## src/rtl/ahb_mtx_pkg.sv

```systemverilog
// Shared definitions for the AHB bus-matrix blocks: HTRANS codes and arbiter states.
package ahb_mtx_pkg;

    localparam logic [1:0] TRN_IDLE   = 2'b00;
    localparam logic [1:0] TRN_BUSY   = 2'b01;
    localparam logic [1:0] TRN_NONSEQ = 2'b10;
    localparam logic [1:0] TRN_SEQ    = 2'b11;

    typedef enum logic [1:0] {
        ARB_IDLE    = 2'd0,
        ARB_GRANTED = 2'd1,
        ARB_LOCKED  = 2'd2
    } arb_state_e;

endpackage

```

## src/rtl/ahb_mtx_rr_pick.sv

```systemverilog
// Combinational round-robin picker: first set request after rr_ptr, wrapping modulo NUM_IN.
module ahb_mtx_rr_pick #(
    parameter int NUM_IN = 3,
    parameter int PORT_W = 2
) (
    input  logic [NUM_IN-1:0] req_i,
    input  logic [PORT_W-1:0] rr_ptr_i,
    output logic [PORT_W-1:0] winner_o,
    output logic              any_req_o
);

    always_comb begin
        winner_o  = '0;
        any_req_o = 1'b0;
        // k runs to NUM_IN so the pointer position itself is searched last
        for (int k = 1; k <= NUM_IN; k++) begin
            if (!any_req_o && req_i[(int'(rr_ptr_i) + k) % NUM_IN]) begin
                any_req_o = 1'b1;
                winner_o  = PORT_W'((int'(rr_ptr_i) + k) % NUM_IN);
            end
        end
    end

endmodule

```

## src/rtl/ahb_mtx_out_arb.sv

```systemverilog
// Round-robin arbiter for one bus-matrix output stage: address-phase owner, data-phase
// owner and per-input active flags, with burst and HMASTLOCK ownership holding.
module ahb_mtx_out_arb
    import ahb_mtx_pkg::*;
#(
    parameter int NUM_IN = 3,
    parameter int PORT_W = 2
) (
    input  logic                HCLK,
    input  logic                HRESET,
    input  logic [NUM_IN-1:0]   req_in,
    input  logic [2*NUM_IN-1:0] trans_in,
    input  logic [NUM_IN-1:0]   mastlock_in,
    input  logic                HREADYM,
    output logic [PORT_W-1:0]   addr_in_port,
    output logic                no_port,
    output logic [NUM_IN-1:0]   active_out,
    output logic [PORT_W-1:0]   data_in_port,
    output logic                data_no_port
);

    arb_state_e        state_q, state_d;
    logic [PORT_W-1:0] addr_q, addr_d;
    logic              no_port_q, no_port_d;
    logic [PORT_W-1:0] data_q, data_d;
    logic              data_no_q, data_no_d;
    logic [PORT_W-1:0] rr_q, rr_d;

    logic [PORT_W-1:0] winner;
    logic              any_req;
    logic [1:0]        tr;
    logic              own_lock;
    logic              rearb;

    ahb_mtx_rr_pick #(
        .NUM_IN (NUM_IN),
        .PORT_W (PORT_W)
    ) u_pick (
        .req_i     (req_in),
        .rr_ptr_i  (rr_q),
        .winner_o  (winner),
        .any_req_o (any_req)
    );

    assign tr       = trans_in[{addr_q, 1'b0} +: 2];
    assign own_lock = mastlock_in[addr_q];

    always_ff @(posedge HCLK or posedge HRESET) begin
        if (HRESET) begin
            state_q   <= ARB_IDLE;
            addr_q    <= '0;
            no_port_q <= 1'b1;
            data_q    <= '0;
            data_no_q <= 1'b1;
            rr_q      <= PORT_W'(NUM_IN - 1);
        end else begin
            state_q   <= state_d;
            addr_q    <= addr_d;
            no_port_q <= no_port_d;
            data_q    <= data_d;
            data_no_q <= data_no_d;
            rr_q      <= rr_d;
        end
    end

    // Ownership may only change at a transfer boundary that isn't mid-burst or mid-lock.
    always_comb begin
        rearb = 1'b0;
        case (state_q)
            ARB_IDLE:    rearb = 1'b1;
            ARB_GRANTED: rearb = !(tr == TRN_SEQ || tr == TRN_BUSY);
            ARB_LOCKED:  rearb = !own_lock && (tr == TRN_IDLE || tr == TRN_NONSEQ);
            default:     rearb = 1'b1;
        endcase
    end

    always_comb begin
        state_d   = state_q;
        addr_d    = addr_q;
        no_port_d = no_port_q;
        data_d    = data_q;
        data_no_d = data_no_q;
        rr_d      = rr_q;
        if (HREADYM) begin
            data_d    = addr_q;
            data_no_d = no_port_q;
            if (rearb) begin
                if (any_req) begin
                    addr_d    = winner;
                    no_port_d = 1'b0;
                    rr_d      = winner;
                    state_d   = mastlock_in[winner] ? ARB_LOCKED : ARB_GRANTED;
                end else begin
                    no_port_d = 1'b1;
                    state_d   = ARB_IDLE;
                end
            end
        end
    end

    always_comb begin
        for (int i = 0; i < NUM_IN; i++) begin
            active_out[i] = !no_port_q && (addr_q == PORT_W'(i));
        end
    end

    assign addr_in_port = addr_q;
    assign no_port      = no_port_q;
    assign data_in_port = data_q;
    assign data_no_port = data_no_q;

endmodule

```

## config.mk

```make
export PLATFORM = sky130hd
export DESIGN_NAME = ahb_mtx_out_arb
export DESIGN_NICKNAME = d
export VERILOG_FILES = /design/src/rtl/ahb_mtx_pkg.sv /design/src/rtl/ahb_mtx_rr_pick.sv /design/src/rtl/ahb_mtx_out_arb.sv
export SDC_FILE = /design/constraint.sdc
export NUM_CORES = 1
export LEC_CHECK = 0
export ABC_CLOCK_PERIOD_IN_PS = 2600
export BUFFER_PORTS_ARGS = -buffer_cell sky130_fd_sc_hd__buf_2
export CORE_AREA = 2 2 44 46
export DETAILED_ROUTE_END_ITERATION = 12
export DIE_AREA = 0 0 46 48
export PLACE_DENSITY = 0.8
export SYNTH_ARGS = -nofsm -noshare
export SYNTH_HDL_FRONTEND = slang
export SYNTH_SLANG_ARGS = --single-unit
```

## constraint.sdc

```tcl
create_clock -name HCLK -period 2.6 [get_ports HCLK]
set_input_delay 0.39 -clock HCLK [delete_from_list [all_inputs] [get_ports HCLK]]
set_output_delay 0.39 -clock HCLK [all_outputs]
set_load 0.01 [all_outputs]
```

==> metrics.txt, run 1 <==
floorplan die height=about 48 um; I/O pin count=24; multi-input combinational cell area=around 480 um2; postcts setup bufs=0; final non-filler cell total=~120; fraction of final layout cells with drive strength greater than 1=a little over a third; buffers added on ports=20; clock sink total=9; met3 routed WL=just under 80 um; async set or reset register ratio after synthesis=100.0%; CP cell instances=ha_1 -> mux2i_1 -> mux2_4 -> o21ai_2 -> o31a_4 -> and2_1 -> a221o_1; number of DRC violations after detailed-routing iteration 0=13; reg2reg setup slack=~220 ps; Max Cap Violations=0; Post-DRT Antenna Nets=0; number of failing setup endpoints in the final timing report=0; number of max-slew violations in the final report=0; endpoint arrival time on the critical path=around 2500 ps; post-route total power=between 1 and 1.5 mW; share of the yosys chip area belonging to registers=between 30% and 40%; TritonCTS Buffers=3; Leakage Power=0.4386 nW; TNS Setup=0 ps; number of global-route vias before repair=between 600 and 700; Hold Vio Cnt, Final=0; synthesized flop and latch total=9; buffers plus inverters on the worst setup path=0; HPWL Detailed=1278 um; setup slack after layout=~220 ps; wire length the detailed router placed on met1=~750 um; prevailing post-synth register cell=dfrtp_1; worst setup path class=register to register; highest routing layer actually used=met4; number of fill cells=168; starting density of the core=roughly 44%; DR WL met2=764 um; R2R Path Start=rr_q[1]$_DFFE_PP1P_; required time of the worst setup path=about 2800 ps; Final Routed Wirelength=between 1500 and 2000 um; Post-Route Utilization=between 50% and 60%; global-route congestion overflow total=0; Total Die Area=roughly 2200 um2; CTS clock-pin slew for the worst setup and hold paths=70 ps; crit path launch type=register; cell area reported after detailed placement=868.3 um2; worst setup skew after layout=6.242 ps; maximum fanout along the worst path=9; number of antenna violations at the first check in global routing=0; CTS root buf=clkbuf_4; routability congestion estimate from global placement=roughly 0.86; first-pass GRT wire length=~2600 um; fmax=between 400 and 500 MHz; Area Growth Syn to Fin=20.98%; synth warn=0; Core ar.=roughly 1700 um2; Worst Setup Slack post-DPL=between 200 and 250 ps; post-route fraction of the period consumed by the critical path=91.53%; post-route cell area=between 800 and 900 um2; result of the run=complete, no violations; clk_lat worst skew=270 ps; total power per unit cell area=1385 nW/um2; mean number of vias per cell=approximately 5.4; number of resized instances in the post-cts repair step=0; R2R cell count=7; CTS tree=yes; largest buffer count on any clock path=2; Synth cell types=33; htree depth=1; nets=around 130; diode count=0; mean instance size in the synthesized netlist=9.243 um2; area used by sequential logic in the layout=around 230 um2; total number of vias=660; worst slew pin tran=between 300 and 400 ps; count of flip-flops with a built-in enable after synthesis=0; Post-Syn Instances=80; Hold-fix buffers, CTS=0; cell total after placement=118; final critical path time including I/O delays and setup=roughly 2400 ps; worst min-delay path class=input pin to asynchronous set/reset pin; capture instance of the worst register-to-register path=state_q[0]$_DFFE_PP0P_; WHS=between 60 and 70 ps; worst-case headroom to the max-slew limit=between 70% and 80%; width of the die=about 46 um; Tot GR Track Use=16.71%; RSZ-0062 raised after global routing=false; synthesized net count=around 100; synthesized area=between 700 and 800 um2; Top Family by Delay on Critical Path=compound AO/OA/AOI/OAI gates; first-pass iteration count of the detailed router=4; remaining design rule violation count=0; largest net degree at the start of global routing=10; maximum ir drop on the vdd rail=just under 0.7 mV; sort of element at the end of the critical path=register; delay of the slowest cell on the worst path=550 ps; cell with the largest stage delay on the worst path=dfstp_2; number of placement rows=15; wire length per cell after detailed routing=roughly 13 um
==> layout make-up <==
type                    count  area share [%]
multi-input cells          63           53.29
clock buffers               4           2.937
inverters                   7           2.937
flip-flops and latches      9           25.59
well taps                  17           2.378
repair buffers             22           12.87
==> cell families after synthesis <==
logic type	synth area share (%)
flip-flops	30.96
adder cells (fa/ha/maj)	10.15
multiplexers	12.01
AND/OR/NAND/NOR	19.63
buffers and inverters	4.568
AO/OA/AOI/OAI	22.67
==> registers in the layout, summed over array words and instances (netlist names) <==
register and cells:
addr_in_port 2, data_in_port 2, state_q 2, data_no_port 1, no_port 1, rr_q 1
==> layout by cell type (no fill, tap or decap) <==
cell      instances
buf_2            20
nor2_1            8
nand2b_1          6
inv_1             6
ha_1              6
dfrtp_1           6
nand2_1           5
mux2i_1           4
o21ai_0           4
mux2_2            3
nor2b_1           3
nor3_1            3
clkbuf_4          3
dfstp_2           3
o22ai_1           2
a21oi_1           2
buf_4             2
inv_2             1
mux2_4            1
o21ai_2           1
a21oi_2           1
o22ai_2           1
a221oi_1          1
o211a_1           1
o31ai_1           1
o31a_4            1
nand3b_1          1
nand3_1           1
o311a_1           1
a221oi_2          1
o21a_1            1
nand4_1           1
o221ai_1          1
and2_1            1
a221o_1           1
clkbuf_1          1
==> layer usage <==
layer	vias to the layer above	track usage (%)
met5	-	0
met4	0	5.143
met3	2	2.264
met2	20	29.72
met1	296	20.92
li1	342	-
==> synthesized netlist by cell type (3+ instances only) <==
cell type | count | area, um2
nor2b_1 | 3 | 18.77
dfstp_2 | 3 | 78.83
o21ai_0 | 4 | 20.02
ha_1 | 6 | 75.07
inv_1 | 6 | 22.52
mux2_2 | 3 | 33.78
nor3_1 | 3 | 15.01
dfrtp_1 | 6 | 150.1
nand2b_1 | 6 | 37.54
nand2_1 | 5 | 18.77
nor2_1 | 8 | 30.03
mux2i_1 | 4 | 40.04
==> worst max-delay path by stage <==
stage | startpoint | end | cells after the start
after floorplan | addr_in_port[0]$_DFFE_PP0P_ | state_q[0]$_DFFE_PP0P_ | 8
after global placement | rr_q[1]$_DFFE_PP1P_ | state_q[0]$_DFFE_PP0P_ | 7
after detailed placement | rr_q[1]$_DFFE_PP1P_ | state_q[0]$_DFFE_PP0P_ | 7
after CTS | rr_q[1]$_DFFE_PP1P_ | state_q[0]$_DFFE_PP0P_ | 7
after global routing | addr_in_port[0]$_DFFE_PP0P_ | state_q[0]$_DFFE_PP0P_ | 8
final | rr_q[1]$_DFFE_PP1P_ | state_q[0]$_DFFE_PP0P_ | 7
==> where the power goes <==
part | internal [mW] | switching [mW] | total (mW)
Combinational | 0.382 | 0.458 | 0.840
Clock | 0.0594 | 0.0550 | 0.114
Sequential | 0.230 | 0.0555 | 0.285
(Power assumes the default switching activity.)
==> inputs of run 2 (changes only) <==
Settings changed: GPL_TIMING_DRIVEN from default to 0.
==> run 2 against run 1 <==
Largest power group unchanged. Clock skew is 3.9 ps lower. Core utilization is 0.37 points higher. Clock power down 4%. Critical path type unchanged. Cell area rose by 0.70%. Setup slack worse by 92 ps.
==> metrics.txt, run 2 (synthesis gave the netlist of run 1 again) <==
result of the run=complete, no violations (unchanged); starting density of the core=43.78% (unchanged); number of global-route vias before repair=622 (was 618); global-route congestion overflow total=0 (unchanged); TritonCTS Buffers=3 (unchanged); fraction of final layout cells with drive strength greater than 1=39.42% (was 36.19%); remaining design rule violation count=0 (unchanged); cell area reported after detailed placement=860.8 um2 (was 868.3 um2); clock sink total=9 (unchanged); largest buffer count on any clock path=2 (unchanged); Final Routed Wirelength=1651 um (was 1607 um); TNS Setup=0 ps (unchanged); R2R Path Start=addr_in_port[0]$_DFFE_PP0P_ (was rr_q[1]$_DFFE_PP1P_); R2R cell count=8 (was 7); Area Growth Syn to Fin=21.83% (was 20.98%); wire length per cell after detailed routing=13.64 um (was 13.17 um); worst-case headroom to the max-slew limit=58.34% (was 74.50%); Max Cap Violations=0 (unchanged); number of antenna violations at the first check in global routing=0 (unchanged); Core ar.=1689 um2 (unchanged); reg2reg setup slack=130 ps (was 220 ps); endpoint arrival time on the critical path=2610 ps (was 2540 ps); number of fill cells=168 (unchanged); total number of vias=676 (was 660); CTS root buf=clkbuf_4 (unchanged); number of placement rows=15 (unchanged); buffers added on ports=20 (unchanged); Tot GR Track Use=16.65% (was 16.71%); maximum fanout along the worst path=9 (unchanged); total power per unit cell area=1394 nW/um2 (was 1385 nW/um2); postcts setup bufs=0 (unchanged); setup slack after layout=128.5 ps (was 220.2 ps); Post-Route Utilization=53.33% (was 52.96%); routability congestion estimate from global placement=0.8920 (was 0.8632); commonest non-fill, non-tap cell in the layout=buf_2 (unchanged); final critical path time including I/O delays and setup=2471 ps (was 2380 ps); diode count=0 (unchanged); mean number of vias per cell=5.587 (was 5.410); Post-DRT Antenna Nets=0 (unchanged); Hold Vio Cnt, Final=0 (unchanged); crit path launch type=register (unchanged); floorplan die height=48 um (unchanged); required time of the worst setup path=2740 ps (was 2760 ps); number of max-slew violations in the final report=0 (unchanged); clk_lat worst skew=260 ps (was 270 ps); CTS clock-pin slew for the worst setup and hold paths=60 ps (was 70 ps); worst slew pin tran=619.6 ps (was 382.4 ps); HPWL Detailed=1317 um (was 1278 um); capture instance of the worst register-to-register path=state_q[0]$_DFFE_PP0P_ (unchanged); worst setup path class=register to register (unchanged); maximum ir drop on the vdd rail=0.7875 mV (was 0.6917 mV); nets=126 (was 127); Hold-fix buffers, CTS=0 (unchanged); largest net degree at the start of global routing=10 (unchanged); Worst Setup Slack post-DPL=12.63 ps (was 222.2 ps); fmax=404.6 MHz (was 420.2 MHz); number of DRC violations after detailed-routing iteration 0=12 (was 13); commonest cells after routing, fill and taps aside=20 x buf_2, 8 x nor2_1, 6 x nand2b_1, 6 x inv_1 (was 20 x buf_2, 8 x nor2_1); worst setup skew after layout=2.359 ps (was 6.242 ps); sort of element at the end of the critical path=register (unchanged); Total Die Area=2208 um2 (unchanged); width of the die=46 um (unchanged); I/O pin count=24 (unchanged); first-pass iteration count of the detailed router=4 (unchanged); first-pass GRT wire length=2601 um (was 2649 um); Leakage Power=0.4358 nW (was 0.4386 nW); htree depth=1 (unchanged); RSZ-0062 raised after global routing=false (unchanged); number of failing setup endpoints in the final timing report=0 (unchanged); post-route cell area=900.9 um2 (was 894.6 um2); CTS tree=yes (unchanged); worst min-delay path class=input pin to asynchronous set/reset pin (unchanged); post-route fraction of the period consumed by the critical path=95.06% (was 91.53%); post-route total power=1.256 mW (was 1.239 mW)
==> run 2: stage by stage <==
step,hold slack [ps],std cells
floorplan,215.8,80
global placement,355.0,117
detailed placement,360.8,117
CTS,80.91,121
global route,121.4,121
finish,70.10,121
==> run 2: worst max path at each step <==
stage	start	end	slack, ps	cells past startpoint
after floorplan	addr_in_port[0]$_DFFE_PP0P_	state_q[0]$_DFFE_PP0P_	340	8
after global placement	addr_in_port[0]$_DFFE_PP0P_	state_q[0]$_DFFE_PP0P_	80	8
after detailed placement	addr_in_port[0]$_DFFE_PP0P_	state_q[0]$_DFFE_PP0P_	10	8
after CTS	addr_in_port[0]$_DFFE_PP0P_	state_q[0]$_DFFE_PP0P_	2	8
after global routing	addr_in_port[0]$_DFFE_PP0P_	state_q[0]$_DFFE_PP0P_	1	8
final	addr_in_port[0]$_DFFE_PP0P_	state_q[0]$_DFFE_PP0P_	130	8
==> run 2: per-layer routing <==
layer / part of all wire (%) / vias to the layer above / wire [um] / global-route usage [%]
li1: - / 335 / - / -
met3: 5.0 / 0 / 83 / 2.264
met1: 45 / 320 / 736 / 19.86
met5: 0 / - / 0 / 0
met2: 50 / 21 / 831 / 29.72
met4: 0 / 0 / 0 / 7.429
==> run 2: area by class of cell <==
| cell class | instances | area (um2) | area share [%] |
|---|---|---|---|
| repair buffers | 20 | 100.1 | 11.11 |
| well taps | 17 | 21.27 | 2.361 |
| multi-input cells | 63 | 489.2 | 54.31 |
| inverters | 7 | 26.28 | 2.917 |
| flip-flops and latches | 9 | 230.2 | 25.56 |
| clock buffers | 4 | 26.28 | 2.917 |
| plain buffers | 1 | 7.507 | 0.8333 |
==> run 2: critical path, cell delays in order, from the launching register on <==
cell and delay, ps:
dfrtp_2 470, inv_1 170, ha_2 280, mux2i_2 290
mux2_4 210, o21ai_2 70, o31a_4 390, and2_1 140
a221o_1 320
==> run 2: timing repair <==
item	CTS	global route
endpoints found under the setup margin	0	2
hold endpoints to repair	0	0
gates resized for setup	0	4
==> run 2: power by group <==
part           total, mW  switching (mW)  internal, mW  leakage (nW)
clock              0.110          0.0504        0.0592        0.0150
combinational      0.845           0.458         0.387         0.315
sequential         0.301          0.0700         0.231         0.105
total               1.26           0.578         0.678         0.436
